`config.mk`:
```
export PLATFORM = sky130hd
export DESIGN_NAME = divider_16by8_seq_flat
export DESIGN_NICKNAME = d
export VERILOG_FILES = /design/src/rtl/div_pkg.sv /design/src/rtl/divider_16by8_seq_if.sv /design/src/rtl/div_step.sv /design/src/rtl/divider_16by8_seq.sv /design/src/flat_wrapper.sv
export SDC_FILE = /design/constraint.sdc
export NUM_CORES = 1
export LEC_CHECK = 0
export CORE_MARGIN = 2
export CORE_UTILIZATION = 30
export DETAILED_ROUTE_END_ITERATION = 6
export GPL_ROUTABILITY_DRIVEN = 0
export GPL_TIMING_DRIVEN = 0
export PLACE_DENSITY = 0.49
export SLEW_MARGIN = 5
export SYNTH_ARGS = -nofsm -noshare
export SYNTH_HDL_FRONTEND = slang
export SYNTH_SLANG_ARGS = --single-unit
```
`constraint.sdc`:
```
create_clock -name clk -period 3.6 [get_ports clk]
set_input_delay 0.9 -clock clk [delete_from_list [all_inputs] [get_ports clk]]
set_output_delay 0.9 -clock clk [all_outputs]
set_load 0.03 [all_outputs]
```
`src/rtl/div_pkg.sv`:
```
// Shared types and default widths for the sequential restoring divider.
// Imported by the interface, the step cell and the top.
package div_pkg;

    localparam int DIVIDEND_W_DEF = 16;
    localparam int DIVISOR_W_DEF  = 8;

    typedef enum logic [1:0] {
        IDLE = 2'd0,
        RUN  = 2'd1,
        DONE = 2'd2
    } state_t;

endpackage

```
`src/rtl/divider_16by8_seq_if.sv`:
```
// Request/result bundle of the divider.
// The master issues requests; the divider is the slave.
interface divider_16by8_seq_if
    import div_pkg::*;
#(
    parameter int DIVIDEND_W = DIVIDEND_W_DEF,
    parameter int DIVISOR_W  = DIVISOR_W_DEF
);

    logic                  start;
    logic [DIVIDEND_W-1:0] A;
    logic [DIVISOR_W-1:0]  B;
    logic                  ready;
    logic                  done;
    logic [DIVIDEND_W-1:0] quotient;
    logic [DIVISOR_W-1:0]  remainder;
    logic                  div_by_zero;

    modport master (
        output start,
        output A,
        output B,
        input  ready,
        input  done,
        input  quotient,
        input  remainder,
        input  div_by_zero
    );

    modport slave (
        input  start,
        input  A,
        input  B,
        output ready,
        output done,
        output quotient,
        output remainder,
        output div_by_zero
    );

endinterface

```
`src/rtl/div_step.sv`:
```
// One restoring division step: shift in a dividend bit,
// subtract the divisor when it fits.
module div_step #(
    parameter int DIVISOR_W = 8
) (
    input  logic [DIVISOR_W:0]   rem_in,
    input  logic [DIVISOR_W-1:0] divisor,
    input  logic                 bit_in,
    output logic [DIVISOR_W:0]   rem_out,
    output logic                 q_bit
);

    logic [DIVISOR_W:0] shifted;
    logic [DIVISOR_W:0] div_ext;

    always_comb begin
        shifted = {rem_in[DIVISOR_W-1:0], bit_in};
        div_ext = {1'b0, divisor};
        q_bit   = (shifted >= div_ext);
        rem_out = q_bit ? (shifted - div_ext) : shifted;
    end

endmodule

```
`src/rtl/divider_16by8_seq.sv`:
```
// Sequential restoring divider: one quotient bit per clock,
// results published together with the done pulse.
module divider_16by8_seq
    import div_pkg::*;
#(
    parameter int DIVIDEND_W = DIVIDEND_W_DEF,
    parameter int DIVISOR_W  = DIVISOR_W_DEF
) (
    input logic                 clk,
    input logic                 rst,
    divider_16by8_seq_if.slave  bus
);

    localparam int CW = $clog2(DIVIDEND_W + 1);
    localparam logic [CW-1:0] LAST = CW'(DIVIDEND_W - 1);

    state_t                state;
    logic [DIVIDEND_W-1:0] a_sh;
    logic [DIVISOR_W-1:0]  b_r;
    logic [DIVISOR_W:0]    rem_r;
    logic [DIVIDEND_W-1:0] q_r;
    logic [CW-1:0]         cnt;
    logic                  zero_r;
    logic                  zwait;

    logic                  ready_r;
    logic                  done_r;
    logic [DIVIDEND_W-1:0] quot_r;
    logic [DIVISOR_W-1:0]  remo_r;
    logic                  dz_r;

    logic [DIVISOR_W:0]    step_rem;
    logic                  step_q;

    div_step #(
        .DIVISOR_W (DIVISOR_W)
    ) u_step (
        .rem_in  (rem_r),
        .divisor (b_r),
        .bit_in  (a_sh[DIVIDEND_W-1]),
        .rem_out (step_rem),
        .q_bit   (step_q)
    );

    always_ff @(posedge clk or posedge rst) begin
        if (rst) begin
            state   <= IDLE;
            a_sh    <= '0;
            b_r     <= '0;
            rem_r   <= '0;
            q_r     <= '0;
            cnt     <= '0;
            zero_r  <= 1'b0;
            zwait   <= 1'b0;
            ready_r <= 1'b1;
            done_r  <= 1'b0;
            quot_r  <= '0;
            remo_r  <= '0;
            dz_r    <= 1'b0;
        end else begin
            done_r <= 1'b0;
            unique case (state)
                IDLE: begin
                    if (bus.start) begin
                        a_sh    <= bus.A;
                        b_r     <= bus.B;
                        rem_r   <= '0;
                        q_r     <= '0;
                        cnt     <= '0;
                        ready_r <= 1'b0;
                        zero_r  <= (bus.B == '0);
                        zwait   <= (bus.B == '0);
                        state   <= (bus.B == '0) ? DONE : RUN;
                    end
                end
                RUN: begin
                    a_sh  <= a_sh << 1;
                    rem_r <= step_rem;
                    q_r   <= {q_r[DIVIDEND_W-2:0], step_q};
                    cnt   <= cnt + 1'b1;
                    if (cnt == LAST) state <= DONE;
                end
                DONE: begin
                    // Zero divisor spends one settle cycle here so both
                    // paths publish from the same DONE exit.
                    if (zwait) begin
                        zwait <= 1'b0;
                    end else begin
                        done_r  <= 1'b1;
                        ready_r <= 1'b1;
                        dz_r    <= zero_r;
                        quot_r  <= zero_r ? '1 : q_r;
                        remo_r  <= zero_r ? '0 : rem_r[DIVISOR_W-1:0];
                        state   <= IDLE;
                    end
                end
                default: begin
                    state   <= IDLE;
                    ready_r <= 1'b1;
                end
            endcase
        end
    end

    assign bus.ready       = ready_r;
    assign bus.done        = done_r;
    assign bus.quotient    = quot_r;
    assign bus.remainder   = remo_r;
    assign bus.div_by_zero = dz_r;

endmodule

```
`src/flat_wrapper.sv`:
```
// flat-port wrapper written by rule: the top's interface ports become plain ports
module divider_16by8_seq_flat import div_pkg::*;
#(
    parameter int DIVIDEND_W = DIVIDEND_W_DEF,
    parameter int DIVISOR_W  = DIVISOR_W_DEF
)
  (clk, rst, bus_start, bus_A, bus_B, bus_ready, bus_done, bus_quotient, bus_remainder, bus_div_by_zero);
  divider_16by8_seq_if #(.DIVIDEND_W(DIVIDEND_W), .DIVISOR_W(DIVISOR_W)) bus_i ();
  input logic clk;
  input logic rst;
  input wire logic [$bits(bus_i.start)-1:0] bus_start;
  input wire logic [$bits(bus_i.A)-1:0] bus_A;
  input wire logic [$bits(bus_i.B)-1:0] bus_B;
  output wire logic [$bits(bus_i.ready)-1:0] bus_ready;
  output wire logic [$bits(bus_i.done)-1:0] bus_done;
  output wire logic [$bits(bus_i.quotient)-1:0] bus_quotient;
  output wire logic [$bits(bus_i.remainder)-1:0] bus_remainder;
  output wire logic [$bits(bus_i.div_by_zero)-1:0] bus_div_by_zero;
  assign bus_i.start = bus_start;
  assign bus_i.A = bus_A;
  assign bus_i.B = bus_B;
  assign bus_ready = bus_i.ready;
  assign bus_done = bus_i.done;
  assign bus_quotient = bus_i.quotient;
  assign bus_remainder = bus_i.remainder;
  assign bus_div_by_zero = bus_i.div_by_zero;
  divider_16by8_seq #(.DIVIDEND_W(DIVIDEND_W), .DIVISOR_W(DIVISOR_W)) u_core (.clk(clk), .rst(rst), .bus(bus_i));
endmodule
```
== Word-level counts from Yosys, hierarchy flattened ==
Cells that the tools add are included.
W data, S select, Z words.

* Multiplexer cells: 23
* Add/sub/neg operators: 2
* Bitwise gates (word level): 2
* Reduce and logical (&&, ||, !) cells: 10
* $lt $le $gt $ge: 1
* Eq/ne operators: 6

{| class="wikitable"
|+ Operators by type and width
! kind !! number
|-
| $pmux W16 S2 || 2
|-
| $mux W16 || 3
|-
| $mux W8 || 3
|-
| $pmux W8 S2 || 1
|-
| $pmux W5 S2 || 1
|-
| $ge A9 B8 Y1 || 1
|-
| $logic_not A8 Y1 || 1
|-
| $mux W2 || 4
|-
| $reduce_and A2 Y1 || 4
|-
| $sub A8 B8 Y8 || 1
|-
| $pmux W2 S3 || 1
|-
| $reduce_and A3 Y1 || 2
|-
| $add A5 B1 Y5 const B || 1
|-
| $eq A5 B4 Y1 const B || 1
|-
| $mux W1 || 5
|-
| $mux W5 || 1
|-
| $ne A2 B2 Y1 const B || 2
|-
| $reduce_bool A2 Y1 || 2
|-
| $pmux W1 S3 || 1
|-
| $eq A2 B1 Y1 const B || 1
|-
| $eq A2 B2 Y1 const B || 1
|-
| $logic_not A2 Y1 || 1
|-
| $ne A2 B1 Y1 const B || 1
|-
| $not A1 Y1 || 2
|-
| $pmux W1 S2 || 1
|}

* Output and inout port bits: 27
* Register bits after elaboration: 84

== Longest topological paths before layout ==
Gate-level depths: netlist of run 1.

* Depth in word-level cells: 4
* Depth in mapped cells: 8
* Mapped depth without buffers: 8

== Modules after synthesis ==
A second synthesis of run 1 with hierarchy kept.

* Cells, all modules: 375
* Area, all modules: 3940.0 µm²

{| class="wikitable"
|+ Modules (own cells, without submodules)
! module !! instances !! seq. area each (µm²) !! area an instance (µm²) !! cells an instance
|-
| divider_16by8_seq || 1 || 2128.3 || 3393.3 || 299
|-
| div_step || 1 || 0.0 || 546.8 || 76
|}

== Least setup slack after synthesis of run 1 ==
No wires, ideal clock.

* Path kind: input -> register
* From: in bus_start
* To: reg u_core.rem_r[4]
* Library setup time: 92 ps
* Stages on the path: 5
* Data arrival time: 1689 ps
* Path buffers: 2
* Setup slack: 1819 ps
* Path through: o21bai_1 > buf_2 > buf_2 > nand2_1 > o31ai_2

* Word-level cells in the longest chain between the ends: 2

{| class="wikitable"
|+ Ends and longest elaborated chain
! element !! RTL line !! source
|-
| start, declared || flat_wrapper.sv:11 || <nowiki>input wire logic [$bits(bus_i.start)-1:0] bus_start;</nowiki>
|-
| $ne A2 B2 Y1 (no source line) || -- ||
|-
| $reduce_and A2 Y1 (no source line) || -- ||
|-
| end signal, assigned || divider_16by8_seq.sv:78 || <nowiki>rem_r <= step_rem;</nowiki>
|-
| end, declared || divider_16by8_seq.sv:20 || <nowiki>logic [DIVISOR_W:0] rem_r;</nowiki>
|}

No other way between the ends.
A chain may end at the register's enable or synchronous reset.

== Final worst setup path of run 1 ==
* From: reg u_core.ready_r (netlist: u_core.bus.ready)
* To: out bus_ready

{| class="wikitable"
|+ RTL lines
! element !! RTL line !! source
|-
| start, declared || divider_16by8_seq.sv:26 || <nowiki>logic ready_r;</nowiki>
|-
| start signal, assigned || divider_16by8_seq.sv:55 || <nowiki>ready_r <= 1'b1;</nowiki>
|-
| start signal, assigned || divider_16by8_seq.sv:70 || <nowiki>ready_r <= 1'b0;</nowiki>
|-
| start signal, assigned || divider_16by8_seq.sv:90 || <nowiki>ready_r <= 1'b1;</nowiki>
|-
| end, declared || flat_wrapper.sv:14 || <nowiki>output wire logic [$bits(bus_i.ready)-1:0] bus_ready;</nowiki>
|}

No word-level cell between the ends.

==> results of run 1 <==
==> through the flow <==
step	total power [mW]	hold slack, ps
after floorplan	2.92	448
after global placement	3.44	450
after detailed placement	3.48	455
after CTS	4.38	469
after global routing	4.64	491
final	4.33	463
==> logic make-up after synthesis <==
logic type / count (synthesis) / synth area share, %
adders and majority gates: 11 / 3.75
muxes: 15 / 3.87
AOI/OAI and AO/OA: 103 / 17.3
DFF: 84 / 54.3
xor gates and xnor gates: 6 / 1.36
and+or+nand+nor: 133 / 15.4
buffers and inverters: 37 / 4.04
==> worst paths after layout <==
path	slack, ps	depth (start not counted)	end
max	1140	1	bus_ready
min	460	2	u_core.bus.quotient[0]
max reg2reg	1610	6	u_core.rem_r[6]
min reg2reg	460	2	u_core.bus.quotient[0]
max in group asynchronous	2010	3	u_core.bus.ready
min in group asynchronous	950	2	u_core.a_sh[3]
==> worst register-to-register path, cell delays in order (launching register included) <==
cell and delay, ps:
dfrtp_1 430, ha_1 390, a21oi_2 200, o21ai_2 110
a211o_1 360, o21ai_2 240, o211ai_1 140
==> report_power, final <==
part           total (mW)  switching (mW)  internal, mW
combinational        1.87            1.07         0.806
clock               0.888           0.383         0.505
sequential           1.57           0.260          1.31
==> cell usage after synthesis (2+ instances only) <==
library cell | instances | area share (%)
o21ai_1 | 42 | 5.4
dfrtp_1 | 83 | 54
nand4_1 | 6 | 0.97
nand2b_1 | 13 | 2.1
buf_2 | 11 | 1.4
a21oi_1 | 7 | 0.90
o311ai_1 | 3 | 0.68
xor2_1 | 5 | 1.1
inv_1 | 15 | 1.5
clkbuf_1 | 9 | 0.87
ha_1 | 10 | 3.2
nor3_1 | 2 | 0.26
nor2_2 | 2 | 0.32
a21oi_2 | 3 | 0.68
o21ai_0 | 12 | 1.5
o22ai_1 | 3 | 0.48
o211ai_1 | 3 | 0.58
nor4_1 | 2 | 0.32
nor2_1 | 13 | 1.3
mux2i_1 | 15 | 3.9
nand4b_1 | 2 | 0.45
o21ai_2 | 3 | 0.68
nand3_1 | 3 | 0.39
nand2_1 | 84 | 8.1
a22o_1 | 17 | 3.8
==> sequential cells by signal, indices dropped and copies added, names as in the netlist <==
register                flops
u_core.cnt                  5
u_core.zwait                1
u_core.bus.done             1
u_core.rem_r                8
u_core.a_sh                16
u_core.bus.ready            1
u_core.bus.div_by_zero      1
u_core.bus.quotient        16
u_core.state                2
u_core.zero_r               1
u_core.b_r                  8
u_core.bus.remainder        8
u_core.q_r                 16
==> layer usage <==
metal / vias up / track usage, % / share of wire [%]
met5: - / 0 / 0
met4: 0 / 6.10 / 1.9
met3: 11 / 3.05 / 3.9
met2: 61 / 21.4 / 45
met1: 1428 / 18.6 / 49
li1: 1474 / - / -
==> layout make-up <==
class                           instances  area (um2)
Sequential cell                        84        2100
Buffer                                 21        96.3
Multi-Input combinational cell        268        1620
Clock inverter                          5        33.8
Timing Repair Buffer                   54         558
Inverter                               16        62.6
Tap cell                              172         215
Fill cell                            1348        7680
Clock buffer                           11         253
==> results.toml, run 1 <==
[logic_synthesis]
yosys_register_bits = 84
synthFlopType = "dfrtp_1"
synth_edf_count = 0
syn_avg_cell_area_um2 = 9.96
syn_area_mm2 = 0.00387
syn_nets = 427
ys_warn_count = 0
ys_seq_area_share_pct = 54.3
synth-async-reset-ratio_pct = 100
synth.distinct_cells = 46
synthCells = 389

[sta]
fin_crit_ps = 2460
slew_violations = 0
setup_violations = 0
rsz0062_at_grt = "false"
maxSlewHeadroom_pct = 55.3
fin_tns_setup_ps = 0
min_period_over_period_pct = 68.2
worst_pin_slew_ps = 664
final.setup_skew_ps = 6.96
hold_viol = 0
max_clock_freq_mhz = 407
worst_slack_ps = 1140

[status]
outcome = "completed"

[worst_hold_path]
hp-class = "reg -> reg"
hold_path_startpoint = "u_core.bus.quotient[0]"

[clock_network]
clockRootBuffer = "clkbuf_16"
post_cts_resized = 0
cts_sinks = 84
post_cts_buffers = 0
clk_pin_slew_worst_paths_ps = 60
htree_levels = 3
cts_tree = "built"
clock_latency_ps = 350
cts_inserted_buffers = 9
cts_max_path_buffers = 2
hold_buffers = 0

[global_routing]
grt.total_usage_pct = 13.8
grt_max_degree = 44
grt_pass1_vias = 2941
grt_first_pass_wirelength_mm = 15.1
grt_overflow = 0
antenna_found_initial = 0

[cells_and_area]
final_cells = 631
nets = 492
area_growth_syn_to_layout_pct = 27.4
antenna_cells = 0
final_cell_mix = "nand2_1 (84), dfrtp_1 (83), clkdlybuf4s50_1 (53)"
fin_util_pct = 39.1
layout-drive-gt1-share_pct = 10.0
final_common_cell = "nand2_1"
fin_area_mm2 = 0.00494

[floorplanning]
fp.dieH_um = 118
rows = 41
initial_core_util_pct = 30.7
die-area_mm2 = 0.0138
core_area_mm2 = 0.0126
die_w_um = 118
pin_count = 54

[power]
pwr_density_cell_mw_per_mm2 = 877
leakagePower_nw = 2.24
vdd_drop_max_mv = 0.275

[worst_setup_path]
crit_chain = "clkdlybuf4s50_1"
worstSetupStartpointType = "register"
worstPathArrival_ps = 1560
crit_family = "buffers and inverters"
r2r-start = "u_core.rem_r[5]"
critPathLaunch = "u_core.bus.ready"
crit_fanout = 2
worstSetupPathType = "reg -> out"
cpMaxStageDelayCell = "clkdlybuf4s50_1"
crit_required_ps = 2700
path_buf_inv = 1
end_kind = "output pin"
max_stage_delay_ps = 670

[flow_run]
cap_violations = 0

[place]
dp_hpwl_mm = 6.58
placed_cells_incl_taps = 615
post-place-ws_ps = 941
io_buffer_count = 53
placed_cell_area_mm2 = 0.00465

[route]
dr.pass1.iters = 4
wl_mm = 9.08
wl_per_cell_um = 14.4
drt_iter0_markers = 145
drc = 0
vias = 2974
ant_nets = 0
routed_via_density = 4.71
No activity file was read; power rests on OpenSTA's default activity.
==> inputs of run 2 (changes only) <==
Settings changed: PLACE_DENSITY 0.49 to 0.51.
Clock period 3.6 ns to 2.25 ns, I/O delays scaled along.
==> results.toml, run 2 (same netlist as run 1, synthesis figures left out) <==
[route]
wl_per_cell_um = 14.1
ant_nets = 0
routed_via_density = 4.65
drc = 0
drt_iter0_markers = 156
vias = 2941
wl_mm = 8.89
dr.pass1.iters = 5

[cells_and_area]
layout-drive-gt1-share_pct = 10.2
area_growth_syn_to_layout_pct = 28.1
antenna_cells = 0
fin_util_pct = 39.3
final_common_cell = "nand2_1"
nets = 493
final_cell_mix = "nand2_1 (84), dfrtp_1 (83), clkdlybuf4s50_1 (53)"

[sta]
fin_crit_ps = 2110
fin_tns_setup_ps = 0
final.setup_skew_ps = 5.00
slew_violations = 0
setup_violations = 0
worst_slack_ps = 140
rsz0062_at_grt = "false"
worst_pin_slew_ps = 593
max_clock_freq_mhz = 474
min_period_over_period_pct = 93.8
hold_viol = 0
maxSlewHeadroom_pct = 60.1

[power]
fin_total_pwr_mw = 6.97
leakagePower_nw = 2.25
vdd_drop_max_mv = 0.609
pwr_density_cell_mw_per_mm2 = 1400

[floorplanning]
rows = 41
pin_count = 54
fp.dieH_um = 118
die-area_mm2 = 0.0138
core_area_mm2 = 0.0126
initial_core_util_pct = 30.7
die_w_um = 118

[worst_hold_path]
hp-class = "reg -> reg"

[clock_network]
clk_pin_slew_worst_paths_ps = 60
post_cts_resized = 0
cts_sinks = 84
clock_latency_ps = 340
cts_max_path_buffers = 2
clockRootBuffer = "clkbuf_16"
cts_inserted_buffers = 9
cts_tree = "built"
htree_levels = 3
hold_buffers = 0
post_cts_buffers = 0

[worst_setup_path]
worstPathArrival_ps = 1550
crit_fanout = 2
crit_family = "buffers and inverters"
worstSetupStartpointType = "register"
worstSetupPathType = "reg -> out"
path_buf_inv = 1
max_stage_delay_ps = 670
crit_required_ps = 1690
crit_chain = "clkdlybuf4s50_1"
cpMaxStageDelayCell = "clkdlybuf4s50_1"
end_kind = "output pin"

[global_routing]
grt_overflow = 0
grt_pass1_vias = 2909
grt_first_pass_wirelength_mm = 14.9
antenna_found_initial = 0
grt_max_degree = 39
grt.total_usage_pct = 13.6

[place]
io_buffer_count = 53
post-place-ws_ps = -56.7
dp_hpwl_mm = 6.41

[status]
outcome = "completed"

[flow_run]
cap_violations = 0
==> run 2: report_power, final <==
group | switching, mW | internal, mW | leakage [nW]
clock | 0.611 | 0.865 | 0.146
combinational | 1.69 | 1.29 | 1.03
sequential | 0.419 | 2.10 | 1.07
==> run 2: per-layer routing <==
| layer | global-route usage (%) | vias to the layer above | wire (um) |
|---|---|---|---|
| met4 | 4.07 | 0 | 73 |
| met1 | 17.9 | 1401 | 4290 |
| li1 | - | 1471 | - |
| met3 | 3.63 | 7 | 361 |
| met5 | 0 | - | 0 |
| met2 | 21.8 | 62 | 4170 |
==> run 2: through the flow <==
| step | hold WS, ps | std cells | instance area [um2] |
|---|---|---|---|
| floorplan | 448 | 389 | 3880 |
| global placement | 450 | 614 | 4620 |
| detailed placement | 455 | 616 | 4660 |
| CTS | 470 | 632 | 4960 |
| global route | 484 | 632 | 4960 |
| finish | 461 | 632 | 4960 |
==> run 2: area by class of cell <==
| class | instances | area [um2] |
|---|---|---|
| clock buffer | 9 | 225 |
| sequential | 84 | 2100 |
| tap | 172 | 215 |
| fill | 1317 | 7660 |
| inverter | 16 | 63.8 |
| multi-input combinational | 268 | 1620 |
| buffer | 21 | 96.3 |
| clock inverter | 7 | 73.8 |
| timing repair buffer | 55 | 571 |
==> run 2: path summary, 6_finish.rpt <==
path | from | cells past startpoint | slack, ps | to
min in group asynchronous | rst | 2 | 630 | u_core.bus.remainder[4]
max | u_core.bus.ready | 1 | 140 | bus_ready
max in group asynchronous | rst | 3 | 1000 | u_core.bus.ready
min reg2reg | u_core.bus.quotient[13] | 2 | 460 | u_core.bus.quotient[13]
min | u_core.bus.quotient[13] | 2 | 460 | u_core.bus.quotient[13]
max reg2reg | u_core.rem_r[5] | 6 | 290 | u_core.rem_r[6]
==> inputs of run 3 (changes only) <==
Settings changed: SLEW_MARGIN 5 to 20.
==> results.toml, run 3 (same netlist as run 1, synthesis figures left out) <==
[worst_setup_path]
crit_fanout = 2
crit_chain = "clkdlybuf4s50_1"
worstSetupStartpointType = "register"
regToRegEndpoint = "u_core.rem_r[6]"
worstSetupPathType = "reg -> out"
path_buf_inv = 1
critPathLaunch = "u_core.bus.ready"
r2r_slack_ps = 290
worstPathArrival_ps = 1550
end_kind = "output pin"
crit_cells = 1
reg2reg_depth = 7
crit_required_ps = 1690
r2r-start = "u_core.rem_r[3]"
setup.worst_path.end = "bus_ready"
crit_family = "buffers and inverters"
cpMaxStageDelayCell = "clkdlybuf4s50_1"
max_stage_delay_ps = 670

[cells_and_area]
antenna_cells = 0
ff_latch_area_mm2 = 0.00210
final_cell_mix = "nand2_1 (84), dfrtp_1 (83), clkdlybuf4s50_1 (53)"
multi_input_area_mm2 = 0.00162
area_growth_syn_to_layout_pct = 28.7
layout-drive-gt1-share_pct = 10.2
nets = 493
num-fill-cells = 1299
fin_area_mm2 = 0.00499
final_common_cell = "nand2_1"

[route]
wl_mm = 8.88
wl_per_cell_um = 14.0
drt_iter0_markers = 168
routed_via_density = 4.67
ant_nets = 0
vias = 2952
dr.pass1.iters = 4
drc = 0

[floorplanning]
die_w_um = 118
core_area_mm2 = 0.0126
fp.dieH_um = 118
initial_core_util_pct = 30.7
pin_count = 54
die-area_mm2 = 0.0138
rows = 41

[sta]
hold_viol = 0
rsz0062_at_grt = "false"
min_period_over_period_pct = 94.0
slew_violations = 0
maxSlewHeadroom_pct = 54.8
max_clock_freq_mhz = 473
setup_violations = 0
final.setup_skew_ps = 5.65
worst_pin_slew_ps = 671
worst_slack_ps = 135
fin_crit_ps = 2120
fin_tns_setup_ps = 0

[place]
placed_cell_area_mm2 = 0.00466
io_buffer_count = 53
dp_hpwl_mm = 6.41
post-place-ws_ps = -53.8

[flow_run]
cap_violations = 0

[global_routing]
antenna_found_initial = 0
grt_overflow = 0
grt_first_pass_wirelength_mm = 15.2
grt.total_usage_pct = 13.9
grt_pass1_vias = 2945
grt_max_degree = 32

[clock_network]
htree_levels = 3
cts_tree = "built"
post_cts_buffers = 0
clock_latency_ps = 340
clk_pin_slew_worst_paths_ps = 70
cts_sinks = 84
hold_buffers = 0
cts_max_path_buffers = 2
post_cts_resized = 0
clockRootBuffer = "clkbuf_16"
cts_inserted_buffers = 9

[power]
p_sw_mw = 2.73
vdd_drop_max_mv = 0.536
switching_share_pct = 38.4
pwr_density_cell_mw_per_mm2 = 1420
pwr-share-clk_pct = 22.6
internal_power_mw = 4.37
pwr-share-comb_pct = 41.9
leakagePower_nw = 2.26
p_seq_share_pct = 35.4

[worst_hold_path]
hp-class = "reg -> reg"

[status]
outcome = "completed"
[run 3: cell count changes in the layout (fill, tap and decap cells not counted), sizes merged]
cell      before  now
bufinv         1    2
clkinv         3    2
clkinvlp       2    1
inv           17   18
[run 3: worst min path at each step]
stage | start | end | slack [ps] | cells past startpoint
2_1_floorplan | u_core.b_r[0] | u_core.b_r[0] | 450 | 2
6_report | u_core.bus.quotient[13] | u_core.bus.quotient[13] | 460 | 2
3_5_place_dp | u_core.bus.quotient[7] | u_core.bus.quotient[7] | 450 | 2
3_3_place_gp | u_core.bus.quotient[9] | u_core.bus.quotient[9] | 450 | 2
4_1_cts | u_core.bus.quotient[7] | u_core.bus.quotient[7] | 470 | 2
5_1_grt | u_core.bus.quotient[3] | u_core.bus.quotient[3] | 490 | 2
[run 3: cell type report]
type                       instances  area share, %
inverter                          16           1.28
multi-input combinational        268           32.4
clock inverter                     7           1.93
tap                              172           4.32
sequential                        84           42.2
buffer                            21           1.93
clock buffer                       9           4.52
timing repair buffer              55           11.4
[run 3: power by group through the flow]
stage / logic (mW) / registers [mW] / clock network (mW)
finish: 2.97 / 2.51 / 1.61
global route: 3.31 / 2.59 / 1.72
CTS: 3.01 / 2.51 / 1.64
detailed placement: 3.00 / 2.54 / 0
global placement: 2.97 / 2.53 / 0
floorplan: 2.03 / 2.64 / 0
[run 3: routing by layer]
| metal | track usage (%) | part of all wire, % | vias to the layer above |
|---|---|---|---|
| met4 | 3.92 | 1.3 | 0 |
| met1 | 18.0 | 48 | 1389 |
| met3 | 4.80 | 5.6 | 11 |
| li1 | - | - | 1483 |
| met5 | 0 | 0 | - |
| met2 | 22.2 | 46 | 69 |
[run 3: through the flow]
step / hold WS [ps] / instances / total power, mW / util, %
2_1_floorplan: 448 / 389 / 4.67 / -
3_3_place_gp: 450 / 614 / 5.50 / 36.6
3_5_place_dp: 455 / 616 / 5.54 / 37.0
4_1_cts: 469 / 632 / 7.17 / 39.5
5_1_grt: 486 / 632 / 7.62 / 39.5
6_report: 461 / 632 / 7.09 / 39.5
